<file path="src/rtl/scale_ctrl.sv">
`default_nettype none
// ============================================================================
// Module   : scale_ctrl
// Purpose  : Job controller for a bank of image-scaling engines. An accepted
//            job first zero-fills the frame RAM, then pulses every engine
//            through one idle cycle so the chosen engine starts from reset,
//            then runs that engine and forwards its memory buses until it
//            reports done or a cycle budget runs out.
// Ports    : clk, reset            - clock, async active-high reset
//            start, mode           - job request and job select (11 invalid)
//            eng_go                - one-hot engine run enable
//            eng_done              - per-engine completion levels
//            eng_rom_addr, eng_ram_wraddr, eng_ram_data, eng_ram_wren
//                                  - packed engine buses, engine 0 in LSBs
//            rom_addr, ram_wraddr, ram_data, ram_wren
//                                  - shared ROM / frame RAM buses
//            busy, done, error     - job status
//            active_mode           - mode latched at job acceptance
// Revision : 1.0 - initial release
// ============================================================================
module scale_ctrl #(
    parameter int ADDR_W    = 19,
    parameter int CLR_WORDS = 76800,
    parameter int TIMEOUT   = 1000000,
    parameter int NUM_ENG   = 3
) (
    input  logic                      clk,
    input  logic                      reset,
    input  logic                      start,
    input  logic [1:0]                mode,
    output logic [NUM_ENG-1:0]        eng_go,
    input  logic [NUM_ENG-1:0]        eng_done,
    input  logic [NUM_ENG*ADDR_W-1:0] eng_rom_addr,
    input  logic [NUM_ENG*ADDR_W-1:0] eng_ram_wraddr,
    input  logic [NUM_ENG*8-1:0]      eng_ram_data,
    input  logic [NUM_ENG-1:0]        eng_ram_wren,
    output logic [ADDR_W-1:0]         rom_addr,
    output logic [ADDR_W-1:0]         ram_wraddr,
    output logic [7:0]                ram_data,
    output logic                      ram_wren,
    output logic                      busy,
    output logic                      done,
    output logic                      error,
    output logic [1:0]                active_mode
);

    // Counter widths cover the terminal count without wrapping.
    localparam int c_clr_w = (CLR_WORDS > 1) ? $clog2(CLR_WORDS) : 1;
    localparam int c_tmo_w = (TIMEOUT > 1) ? $clog2(TIMEOUT) : 1;
    localparam logic [c_clr_w-1:0] c_clr_last = c_clr_w'(CLR_WORDS - 1);
    localparam logic [c_tmo_w-1:0] c_tmo_last = c_tmo_w'(TIMEOUT - 1);

    typedef enum logic [2:0] {
        S_IDLE  = 3'd0,
        S_CLEAR = 3'd1,
        S_ARM   = 3'd2,
        S_RUN   = 3'd3,
        S_DONE  = 3'd4,
        S_ERROR = 3'd5
    } state_t;

    state_t               state_q, state_d;
    logic [c_clr_w-1:0]   clr_cnt_q, clr_cnt_d;
    logic [c_tmo_w-1:0]   run_cnt_q, run_cnt_d;
    logic [1:0]           mode_q, mode_d;
    logic                 done_q, done_d;
    logic                 error_q, error_d;

    logic                 mode_ok;
    logic                 sel_done;

    // A mode is usable only if it names an engine that exists.
    assign mode_ok = (mode != 2'b11) && (int'(mode) < NUM_ENG);

    // Only the selected engine's completion is observed.
    always_comb begin
        sel_done = 1'b0;
        for (int e = 0; e < NUM_ENG; e++) begin
            if (int'(mode_q) == e) begin
                sel_done = eng_done[e];
            end
        end
    end

    always_ff @(posedge clk or posedge reset) begin
        if (reset) begin
            state_q   <= S_IDLE;
            clr_cnt_q <= '0;
            run_cnt_q <= '0;
            mode_q    <= 2'b00;
            done_q    <= 1'b0;
            error_q   <= 1'b0;
        end else begin
            state_q   <= state_d;
            clr_cnt_q <= clr_cnt_d;
            run_cnt_q <= run_cnt_d;
            mode_q    <= mode_d;
            done_q    <= done_d;
            error_q   <= error_d;
        end
    end

    always_comb begin
        state_d   = state_q;
        clr_cnt_d = clr_cnt_q;
        run_cnt_d = run_cnt_q;
        mode_d    = mode_q;
        done_d    = done_q;
        error_d   = error_q;
        case (state_q)
            S_IDLE, S_DONE, S_ERROR: begin
                if (start) begin
                    done_d = 1'b0;
                    if (mode_ok) begin
                        mode_d    = mode;
                        error_d   = 1'b0;
                        clr_cnt_d = '0;
                        state_d   = S_CLEAR;
                    end else begin
                        // Rejected request: flag it but never start a job.
                        error_d = 1'b1;
                        state_d = (state_q == S_IDLE) ? S_IDLE : S_ERROR;
                    end
                end
            end
            S_CLEAR: begin
                if (clr_cnt_q == c_clr_last) begin
                    clr_cnt_d = '0;
                    state_d   = S_ARM;
                end else begin
                    clr_cnt_d = clr_cnt_q + 1'b1;
                end
            end
            S_ARM: begin
                run_cnt_d = '0;
                state_d   = S_RUN;
            end
            S_RUN: begin
                // Completion wins over a coincident timeout.
                if (sel_done) begin
                    done_d  = 1'b1;
                    state_d = S_DONE;
                end else if (run_cnt_q == c_tmo_last) begin
                    error_d = 1'b1;
                    state_d = S_ERROR;
                end else begin
                    run_cnt_d = run_cnt_q + 1'b1;
                end
            end
            default: begin
                state_d = S_IDLE;
            end
        endcase
    end

    // Bus steering: zero-fill writes in CLEAR, selected engine in RUN,
    // everything quiet otherwise.
    always_comb begin
        eng_go     = '0;
        rom_addr   = '0;
        ram_wraddr = '0;
        ram_data   = 8'h00;
        ram_wren   = 1'b0;
        case (state_q)
            S_CLEAR: begin
                ram_wraddr = ADDR_W'(clr_cnt_q);
                ram_wren   = 1'b1;
            end
            S_RUN: begin
                for (int e = 0; e < NUM_ENG; e++) begin
                    if (int'(mode_q) == e) begin
                        eng_go[e]  = 1'b1;
                        rom_addr   = eng_rom_addr[e*ADDR_W +: ADDR_W];
                        ram_wraddr = eng_ram_wraddr[e*ADDR_W +: ADDR_W];
                        ram_data   = eng_ram_data[e*8 +: 8];
                        ram_wren   = eng_ram_wren[e];
                    end
                end
            end
            default: begin
            end
        endcase
    end

    assign busy        = (state_q == S_CLEAR) || (state_q == S_ARM) || (state_q == S_RUN);
    assign done        = done_q;
    assign error       = error_q;
    assign active_mode = mode_q;

endmodule
`default_nettype wire

</file>
<file path="config.mk">
export PLATFORM = sky130hd
export DESIGN_NAME = scale_ctrl
export DESIGN_NICKNAME = d
export VERILOG_FILES = /design/src/rtl/scale_ctrl.sv
export SDC_FILE = /design/constraint.sdc
export NUM_CORES = 1
export LEC_CHECK = 0
export BUFFER_PORTS_ARGS = -buffer_cell sky130_fd_sc_hd__buf_4
export CAP_MARGIN = 5
export CORE_ASPECT_RATIO = 0.9
export CORE_MARGIN = 5
export CORE_UTILIZATION = 46
export DETAILED_ROUTE_END_ITERATION = 10
export GPL_ROUTABILITY_DRIVEN = 0
export PLACE_DENSITY = 0.83
export SYNTH_ARGS = -nofsm -noshare
export SYNTH_HDL_FRONTEND = slang
export SYNTH_SLANG_ARGS = --single-unit
export TNS_END_PERCENT = 10
</file>
<file path="constraint.sdc">
create_clock -name clk -period 2.5 [get_ports clk]
set_input_delay 0.25 -clock clk [delete_from_list [all_inputs] [get_ports clk]]
set_output_delay 0.25 -clock clk [all_outputs]
set_load 0.05 [all_outputs]
</file>
== Word level (Yosys, flattened, before mapping) ==
Cells that the tools add are included.

* Add/sub/neg operators: 2
* Mux-type cells: 45
* Equality and inequality tests: 18
* Reductions and logical operators: 15
* Order comparisons: 1

{| class="wikitable"
|+ Operator list
! operator !! number
|-
| 2-to-1 mux 19 bit || 7
|-
| 2-to-1 mux 17 bit || 3
|-
| 2-to-1 mux 20 bit || 2
|-
| one-hot mux 20 bit (2 select lines) || 1
|-
| one-hot mux 19 bit (2 select lines) || 1
|-
| one-hot mux 17 bit (2 select lines) || 1
|-
| 2-to-1 mux 8 bit || 4
|-
| 2-to-1 mux 3 bit || 7
|-
| adder 20 x 1 -> 20 bit (second input constant) || 1
|-
| == test 20 bit (second input constant) || 1
|-
| adder 17 x 1 -> 17 bit (second input constant) || 1
|-
| == test 17 bit (second input constant) || 1
|-
| inequality test 2 bit (second input constant) || 8
|-
| 2-to-1 mux 1 bit || 15
|-
| AND reduction 3 bit || 5
|-
| one-hot mux 3 bit (4 select lines) || 1
|-
| == test 3 x 2 -> 1 bit (second input constant) || 2
|-
| == test 3 bit (second input constant) || 2
|-
| one-hot mux 1 bit (2 select lines) || 3
|-
| nonzero test 2 bit || 3
|-
| == test 2 bit (second input constant) || 2
|-
| AND reduction 4 bit || 1
|-
| == test 3 x 1 -> 1 bit (second input constant) || 1
|-
| zero test 3 bit || 1
|-
| other kinds (6) || 7
|}

* Bits in registers: 44
* Output and inout port bits: 55
* Input bits: 149
* Word-level logic and storage cells: 87

== Logic depth before layout (Yosys ltp) ==
Gate-level depths: netlist (run 1).

* Depth in word-level cells: 6
* Mapped depth: 8
* Depth with buffers taken out: 6

== Worst setup path before layout (run 1) ==
Ideal clock, no wire load.

* Path type: register to output
* From: reg mode_q[0], in the netlist active_mode[0]
* To: out ram_wraddr[14]
* Stages on the path, launching flop included: 7
* Required time: 2.250 ns
* Path buffers: 2
* Data arrival time: 2.874 ns
* Setup slack: -0.624 ns
* Cells stage by stage: dfrtp_1 clkbuf_1 buf_1 mux2i_1 nor2_1 a21oi_1 a211oi_1

* Longest elaborated chain between the ends: 5
* Elaborated cells on any way between the ends: 7
* Classes of those cells: eq/ne (2); mux (4); reduce/logical (1)

{| class="wikitable"
|+ RTL lines
! what !! line !! RTL
|-
| start, declared || 65 || <nowiki>logic [1:0] mode_q, mode_d;</nowiki>
|-
| start signal, assigned || 97 || <nowiki>mode_q <= mode_d;</nowiki>
|-
| zero test 2 bit || 171 || <nowiki>if (int'(mode_q) == e) begin</nowiki>
|-
| 2-to-1 mux 19 bit (2 in a row) || 171 ||
|-
| 2-to-1 mux 19 bit * || 171 ||
|-
| one-hot mux 19 bit (2 select lines) * || 164 || <nowiki>case (state_q)</nowiki>
|-
| end, declared || 38 || <nowiki>output logic [ADDR_W-1:0] ram_wraddr,</nowiki>
|}

Every way passes the cells marked *; elsewhere a longest branch is shown, timed or not.

== Worst setup path after layout (run 1) ==
* From: reg mode_q[0], in the netlist active_mode[0]
* To: out ram_wraddr[1]

Same word-level chain as after synthesis.

==> impl_metrics.json, run 1 <==
{
  "wl_um": 13800,
  "vias": 4348,
  "cpMostUsedCell": "buf_4",
  "rows": 31,
  "finalCriticalPeriod_ns": 2.35,
  "final.setup_skew_ns": 0.00782,
  "clock.fmax_mhz": 426,
  "cpPeakStageDelay_ns": 0.62,
  "cts_tree": "done",
  "io_buffers": 203,
  "grt_pass1_vias": 4280,
  "dp_slack_ns": 0.259,
  "syn_inst": 486,
  "antenna_found_initial": 0,
  "setup_viol": 0,
  "ios": 204,
  "clockBufferDepth": 2,
  "cts_root_buffer": "clkbuf_8",
  "wl_per_cell_um": 17.7,
  "final_core_util_pct": 70.9,
  "antenna_left": 0,
  "syn_avg_cell_area_um2": 7.57,
  "grt.overflow.total": 0,
  "die_w_um": 104,
  "path_buf_inv": 2,
  "area_growth_syn_to_layout_pct": 52.4,
  "rsz0062_at_grt": "no",
  "drc": 0,
  "syn_area_mm2": 0.00368,
  "crit_fanout": 18,
  "grt_usage_pct": 26.2,
  "hp-class": "in2reg",
  "final_common_cell": "buf_4",
  "synth_warnings": 0,
  "outcome": "complete, no violations",
  "place_area_mm2": 0.00545,
  "numCtsBuffers": 5,
  "ys_ff_latch": 44,
  "vdd_drop_max_uv": 609,
  "clkTransAtPathRegs_ns": 0.09,
  "ys_async_sr_fraction_pct": 100,
  "drive_gt1_share_pct": 41.2,
  "grt_pass1_wl_um": 21400,
  "dieArea_mm2": 0.00989,
  "synth_cell_types": 57,
  "period_share_pct": 93.8,
  "place_hpwl_um": 11100,
  "syn_nets": 637,
  "vias_per_cell": 5.58,
  "clock_sinks": 44,
  "fin_area_mm2": 0.00561,
  "nets": 830,
  "antenna_cells": 0,
  "synthFlopType": "dfrtp_1",
  "p_total_mw": 3.99,
  "crit_family": "flip-flops",
  "crit_chain": "buf_4, mux2i_1, nor2_1, a21oi_1, a211oi_4, buf_4",
  "fin_hold_ws_ns": 0.203,
  "synth-edff-count": 0,
  "tightest_slew_ns": 0.993,
  "grt_max_degree": 33,
  "htree_levels": 2,
  "cp_slowest_cell": "dfrtp_4",
  "drv_slew": 0,
  "relSlewSlack_pct": 33.7,
  "maxCapViolCount": 0,
  "dr.pass1.iters": 5,
  "setup_slack_ns": 0.155,
  "clock_latency_ns": 0.30,
  "path_class": "reg2out",
  "end_kind": "output port",
  "mostFrequentLayoutCells": "218 x buf_4, 75 x nor2_1, 49 x a21oi_1",
  "die_y_um": 94.9,
  "start_kind": "flop",
  "fillerInstances": 608,
  "p_per_area_mw_per_mm2": 712,
  "hold_viol": 0,
  "worstPathRequired_ns": 2.25,
  "critPathArrivalTime_ns": 2.10,
  "start_util_pct": 46.5,
  "leakage_nw": 2.63,
  "drtIter0Drc": 185,
  "core_mm2": 0.00791,
  "seq_area_frac_synth_pct": 29.9
}
==> synthesized netlist by cell type (9+ instances only) <==
| cell type | number | area (µm²) |
|---|---|---|
| nor2_1 | 104 | 390 |
| a21oi_1 | 50 | 250 |
| dfrtp_1 | 44 | 1100 |
| mux2i_1 | 41 | 410 |
| nand2_1 | 27 | 101 |
| clkbuf_1 | 21 | 78.8 |
| o21ai_0 | 21 | 105 |
| xnor2_1 | 13 | 114 |
| a31oi_1 | 12 | 75.1 |
| nand3_1 | 12 | 60.1 |
| nor3_1 | 11 | 55.1 |
| buf_1 | 10 | 37.5 |
| nor2b_1 | 10 | 62.6 |
| and3_1 | 9 | 56.3 |
| inv_1 | 9 | 33.8 |
==> state kept, by name (all words and copies together) (netlist names) <==
register and cells:
run_cnt_q 20, clr_cnt_q 17, state_q 3, active_mode 2
done 1, error 1
==> metal layers <==
| layer | GRT usage [%] | vias to the layer above | wire (µm) |
|---|---|---|---|
| met5 | 0 | - | 0 |
| met4 | 7.34 | 0 | 373 |
| met3 | 6.84 | 32 | 1020 |
| met2 | 43.7 | 181 | 6780 |
| met1 | 33.6 | 2021 | 5630 |
| li1 | - | 2114 | - |
==> final timing paths <==
check / start / end / slack [ns] / cells after the start
worst max-delay path: active_mode[0]$_DFFE_PP0P_ / ram_wraddr[1] / 0.15 / 6
worst min-delay path: mode[1] / active_mode[1]$_DFFE_PP0P_ / 0.20 / 2
worst max register to register: run_cnt_q[8]$_DFFE_PP0P_ / state_q[2]$_DFFE_PP0P_ / 0.23 / 5
worst min register to register: run_cnt_q[19]$_DFFE_PP0P_ / run_cnt_q[19]$_DFFE_PP0P_ / 0.48 / 1
max in group asynchronous: reset / active_mode[0]$_DFFE_PP0P_ / 1.61 / 4
min in group asynchronous: reset / clr_cnt_q[6]$_DFFE_PP0P_ / 0.55 / 4
==> power by group <==
part	leakage (nW)	switching, mW	internal [mW]
sequential	0.600	0.178	0.809
combinational	1.97	1.50	0.930
clock	0.0614	0.250	0.327
total	2.63	1.92	2.07
==> layout make-up <==
| class | instances | area (µm²) | share of cell area (%) |
|---|---|---|---|
| clock inverters | 2 | 38.8 | 0.692 |
| flip-flops and latches | 44 | 1100 | 19.7 |
| clock buffers | 6 | 82.6 | 1.47 |
| inverters | 9 | 33.8 | 0.603 |
| multi-input cells | 400 | 2580 | 45.9 |
| well taps | 99 | 124 | 2.21 |
| repair buffers | 219 | 1650 | 29.4 |
==> worst register-to-register path, stage by stage, from the launching register on <==
cell and delay, ns:
dfrtp_1 0.44, or4b_1 0.52, or4_4 0.52, o21bai_4 0.34, o21ai_0 0.15, a22o_1 0.19
==> stage by stage <==
step / setup TNS (ns) / instances
floorplan: -3.54 / 486
global placement: 0 / 767
detailed placement: 0 / 767
CTS: 0 / 776
global route: 0 / 779
finish: 0 / 779
==> cell families (layout without fill, tap and decap cells) <==
kind of cell	count (synthesis)	after routing	share of synthesized area [%]
mux	42	42	11.5
buf+inv	42	236	4.52
fa+ha+maj	2	2	0.680
simple gates	211	211	27.3
compound gates	127	127	21.8
xor+xnor	18	18	4.28
flops	44	44	29.9
==> what timing repair did <==
action                                  in CTS  in global routing
endpoints found under the setup margin       0                 39
gates resized for setup                      0                  2
setup buffers                                0                  3
hold endpoints to repair                    17                  0
hold buffers                                 1                  0
Power figures use the tool's default switching activity.
==> run 2, diff against run 1 <==
CAP_MARGIN = not set   (was 5)
CORE_UTILIZATION = 41   (was 46)
PLACE_DENSITY = 0.78   (was 0.83)
clock period = 2.1 ns   (was 2.5 ns; I/O delays follow)
==> impl_metrics.json, run 2 (synthesis results as in run 1) <==
{
  "outcome": "complete, no violations",
  "grt_usage_pct": 25.8,
  "numCtsBuffers": 5,
  "cts_root_buffer": "clkbuf_8",
  "largestRegisters": "run_cnt_q: 20 flops, clr_cnt_q: 17 flops, state_q: 3 flops",
  "final_common_cell": "buf_4",
  "crit_fanout": 9,
  "cts_tree": "done",
  "maxCapViolCount": 0,
  "antenna_found_initial": 0,
  "io_buffers": 203,
  "largest_reg_flops": 20,
  "setup_slack_ns": 0.00122,
  "drv_slew": 0,
  "start_util_pct": 42.5,
  "drc": 0,
  "antenna_left": 0,
  "tightest_slew_ns": 0.614,
  "reg2reg_to": "run_cnt_q[1]$_DFFE_PP0P_",
  "grt.overflow.total": 0,
  "drive_gt1_share_pct": 48.5,
  "leakage_nw": 2.89,
  "dieArea_mm2": 0.0110,
  "clock_latency_ns": 0.30,
  "die_w_um": 110,
  "clockBufferDepth": 2,
  "mostFrequentLayoutCells": "234 x buf_4, 74 x nor2_1, 41 x mux2i_1, 41 x dfrtp_1, 31 x a21oi_1",
  "vias": 4561,
  "drtIter0Drc": 279,
  "p_int_mw": 2.63,
  "regToRegSetupSlack_ns": 0.001,
  "hold_viol": 0,
  "hp-class": "in2reg",
  "dr.pass1.iters": 5,
  "swShare_pct": 50.3,
  "grt_pass1_wl_um": 22800,
  "largest_register": "run_cnt_q",
  "period_share_pct": 99.9,
  "dp_slack_ns": -0.102,
  "htree_levels": 2,
  "min_to": "active_mode[0]$_DFFE_PP0P_",
  "p_total_mw": 5.29,
  "clock.fmax_mhz": 476,
  "final_core_util_pct": 72.7,
  "r2r_cells": 7,
  "vias_per_cell": 5.49,
  "final.setup_skew_ns": 0.00441,
  "wl_per_cell_um": 18.0,
  "area_growth_syn_to_layout_pct": 71.0,
  "clkTransAtPathRegs_ns": 0.09,
  "rows": 32,
  "core_mm2": 0.00865,
  "end_kind": "flop",
  "setup_viol": 0,
  "pwr-share-seq_pct": 21.8,
  "grt_max_degree": 34,
  "crit-reg2reg-launch": "run_cnt_q[11]$_DFFE_PP0P_",
  "power_switching_mw": 2.66,
  "whs_path_depth": 2,
  "ios": 204,
  "combPwrFrac_pct": 68.0,
  "p_per_area_mw_per_mm2": 840,
  "rsz0062_at_grt": "yes",
  "clock_sinks": 44,
  "path_class": "reg2reg",
  "worstPathRequired_ns": 2.33,
  "pwr-share-clk_pct": 10.2,
  "critPathArrivalTime_ns": 2.33,
  "die_y_um": 99.9,
  "relSlewSlack_pct": 59.0,
  "place_hpwl_um": 11400,
  "fin_tns_setup_ns": 0,
  "grt_pass1_vias": 4593,
  "nets": 862,
  "start_kind": "flop",
  "finalCriticalPeriod_ns": 2.10,
  "hp-start": "mode[0]",
  "vdd_drop_max_uv": 568,
  "wl_um": 15000,
  "antenna_cells": 0
}
[run 2: cell count changes in the layout (fill, tap and decap cells not counted), moves of 8 or more]
cell / before / now
a21oi_2: 2 / 19
o21ai_2: 1 / 9
nor2_4: 0 / 29
a21oi_1: 49 / 31
buf_6: 0 / 10
buf_4: 218 / 234
nor2_2: 29 / 1
[run 2: worst max path at each step]
stage                                         start                       end  slack [ns]
after floorplan              state_q[1]$_DFFE_PP0P_             ram_wraddr[0]       -0.14
after global placement     run_cnt_q[7]$_DFFE_PP0P_    state_q[2]$_DFFE_PP0P_       -0.03
after detailed placement   run_cnt_q[7]$_DFFE_PP0P_    state_q[2]$_DFFE_PP0P_       -0.10
after CTS                    state_q[1]$_DFFE_PP0P_            ram_wraddr[11]       -0.01
after global routing       run_cnt_q[8]$_DFFE_PP0P_  run_cnt_q[2]$_DFFE_PP0P_       -0.06
final                     run_cnt_q[11]$_DFFE_PP0P_  run_cnt_q[1]$_DFFE_PP0P_       0.001
[run 2: what timing repair did]
action                     in CTS  in global routing
setup buffers                   8                  6
hold buffers                    1                  0
gates cloned                    2                  0
pin swaps                       4                  5
setup endpoints to repair      50                 40
resized for setup               6                 29
hold endpoints to repair       15                  0
[run 2: layout make-up]
class	count	area [µm²]
Clock buffer	5	68.8
Fill cell	660	2360
Clock inverter	3	18.8
Sequential cell	44	1100
Multi-Input combinational cell	400	2880
Inverter	9	33.8
Timing Repair Buffer	251	2030
Tap cell	119	149
[run 2: through the flow]
stage | cells | cell area (µm²) | hold WS, ns
floorplan | 486 | 4060 | 0.358
global placement | 806 | 5870 | 0.309
detailed placement | 806 | 5870 | 0.326
CTS | 825 | 6140 | 0.165
global route | 831 | 6290 | 0.181
finish | 831 | 6290 | 0.169
[run 2: worst max-delay path, cell delays in order, from the launching register on]
cell	delay, ns
dfrtp_1	0.38
or4b_1	0.53
or4_4	0.54
o21bai_4	0.16
buf_6	0.15
buf_4	0.12
nand3_1	0.07
o21ai_1	0.09
[run 2: per-layer routing]
layer	GRT usage, %	up-vias	part of all wire (%)
li1	-	2185	-
met1	32.8	2155	39
met2	44.5	196	51
met3	5.34	25	8.1
met4	6.14	0	1.9
met5	0	-	0
[run 2: power by group through the flow]
stage | combinational [mW] | clock (mW) | sequential (mW)
floorplan | 2.26 | 0 | 1.18
global placement | 3.14 | 0 | 1.15
detailed placement | 3.22 | 0 | 1.16
CTS | 3.41 | 0.542 | 1.15
global route | 3.85 | 0.584 | 1.17
finish | 3.59 | 0.541 | 1.15
==> run 3, diff against run 2 <==
RECOVER_POWER = 100   (was not set)
==> impl_metrics.json, run 3 (synthesis results as in run 1) <==
{
  "start_kind": "flop",
  "multi_input_area_mm2": 0.00288,
  "vdd_drop_max_uv": 565,
  "p_per_area_mw_per_mm2": 839,
  "worstPathRequired_ns": 2.33,
  "grt_max_degree": 34,
  "hp-class": "in2reg",
  "grt_pass1_wl_um": 22800,
  "tightest_slew_ns": 0.669,
  "cts_root_buffer": "clkbuf_8",
  "vias": 4560,
  "wl_um": 14900,
  "die_w_um": 110,
  "htree_levels": 2,
  "hold_viol": 0,
  "crit_path_start": "run_cnt_q[11]$_DFFE_PP0P_",
  "antenna_found_initial": 0,
  "seqCellArea_mm2": 0.00110,
  "largestRegisters": "run_cnt_q: 20 flops, clr_cnt_q: 17 flops, state_q: 3 flops",
  "dpl.cell_count": 806,
  "maxCapViolCount": 0,
  "drtIter0Drc": 271,
  "crit_chain": "or4b_1, or4_4, o21bai_4, buf_6, buf_4, nand3_1, o21ai_1",
  "rows": 32,
  "numCtsBuffers": 5,
  "setup_viol": 0,
  "fillerInstances": 665,
  "crit_fanout": 9,
  "leakage_nw": 2.88,
  "path_class": "reg2reg",
  "grt.overflow.total": 0,
  "largest_register": "run_cnt_q",
  "relSlewSlack_pct": 55.4,
  "finalCriticalPeriod_ns": 2.10,
  "clockBufferDepth": 2,
  "dieArea_mm2": 0.0110,
  "antenna_left": 0,
  "nets": 862,
  "period_share_pct": 99.9,
  "mostFrequentLayoutCells": "227 x buf_4, 74 x nor2_1, 41 x mux2i_1, 41 x dfrtp_1, 31 x a21oi_1",
  "largest_reg_flops": 20,
  "drc": 0,
  "start_util_pct": 42.5,
  "drive_gt1_share_pct": 47.9,
  "core_mm2": 0.00865,
  "grt_pass1_vias": 4593,
  "final_common_cell": "buf_4",
  "cpPeakStageDelay_ns": 0.54,
  "grt_usage_pct": 25.8,
  "io_buffers": 203,
  "crit-reg2reg-launch": "run_cnt_q[11]$_DFFE_PP0P_",
  "cts_tree": "done",
  "ios": 204,
  "wl_per_cell_um": 17.9,
  "clock_sinks": 44,
  "antenna_cells": 0,
  "hp-start": "mode[0]",
  "die_y_um": 99.9,
  "drv_slew": 0,
  "place_hpwl_um": 11400,
  "outcome": "complete, no violations",
  "dr.pass1.iters": 5,
  "clock.fmax_mhz": 477,
  "crit_family": "simple AND/OR/NAND/NOR gates",
  "clkTransAtPathRegs_ns": 0.09,
  "final.setup_skew_ns": 0.00590,
  "clock_latency_ns": 0.30,
  "critPathArrivalTime_ns": 2.33,
  "rsz0062_at_grt": "yes",
  "path_buf_inv": 2,
  "end_kind": "flop",
  "cp_slowest_cell": "or4_4",
  "p_total_mw": 5.26,
  "vias_per_cell": 5.49,
  "instances_no_fill": 831,
  "area_growth_syn_to_layout_pct": 70.4
}
==> run 3: cell count changes in the layout (fill, tap and decap cells not counted) <==
cell	before	now
buf_4	234	227
clkbuf_1	0	4
clkbuf_2	0	2
clkbuf_4	0	1
==> run 3: metrics by stage <==
step                setup slack [ns]  utilization (%)  area [µm²]  hold WS (ns)  setup TNS [ns]
finish                       0.00191             72.5        6270         0.170               0
global route                 -0.0584             72.5        6270         0.181          -0.692
CTS                          -0.0108             71.0        6140         0.165         -0.0108
detailed placement            -0.102             67.8        5870         0.326          -0.346
global placement             -0.0267             67.8        5870         0.309         -0.0267
floorplan                     -0.140                -        4060         0.358           -2.65
==> run 3: power breakdown <==
| group | total [mW] | switching [mW] | internal, mW |
|---|---|---|---|
| clock | 0.540 | 0.308 | 0.232 |
| sequential | 1.15 | 0.189 | 0.961 |
| combinational | 3.57 | 2.15 | 1.42 |
| total | 5.26 | 2.65 | 2.61 |
==> run 3: worst register-to-register path, stage by stage (launching register included) <==
cell and delay [ns]:
dfrtp_1 0.38, or4b_1 0.53, or4_4 0.54, o21bai_4 0.16, buf_6 0.15, buf_4 0.12, nand3_1 0.06, o21ai_1 0.09
==> run 3: worst paths after layout <==
check | endpoint | slack, ns | cells past startpoint
setup / recovery | run_cnt_q[1]$_DFFE_PP0P_ | 0.002 | 7
hold / removal | active_mode[0]$_DFFE_PP0P_ | 0.17 | 2
setup reg to reg | run_cnt_q[1]$_DFFE_PP0P_ | 0.002 | 7
hold reg to reg | run_cnt_q[19]$_DFFE_PP0P_ | 0.49 | 1
max in group asynchronous | active_mode[0]$_DFFE_PP0P_ | 0.54 | 4
min in group asynchronous | run_cnt_q[18]$_DFFE_PP0P_ | 0.52 | 3
==> run 3: layout make-up <==
| type | count | share of cell area [%] |
|---|---|---|
| Multi-Input combinational cell | 400 | 46.0 |
| Sequential cell | 44 | 17.6 |
| Inverter | 9 | 0.539 |
| Timing Repair Buffer | 251 | 32.1 |
| Tap cell | 119 | 2.37 |
| Clock inverter | 3 | 0.299 |
| Clock buffer | 5 | 1.10 |
==> run 3: per-layer routing <==
| metal | vias to the layer above | global-route usage [%] | wire [µm] |
|---|---|---|---|
| met2 | 195 | 44.5 | 7560 |
| met1 | 2161 | 32.8 | 5860 |
| met4 | 0 | 6.14 | 267 |
| li1 | 2183 | - | - |
| met5 | - | 0 | 0 |
| met3 | 21 | 5.34 | 1220 |
==> run 3: what timing repair did <==
action | in CTS | in global routing
gates cloned | 2 | 0
gates resized for setup | 6 | 29
hold buffers | 1 | 0
setup buffers | 8 | 6
endpoints found under the setup margin | 50 | 40
pin swaps | 4 | 5
hold endpoints to repair | 15 | 0
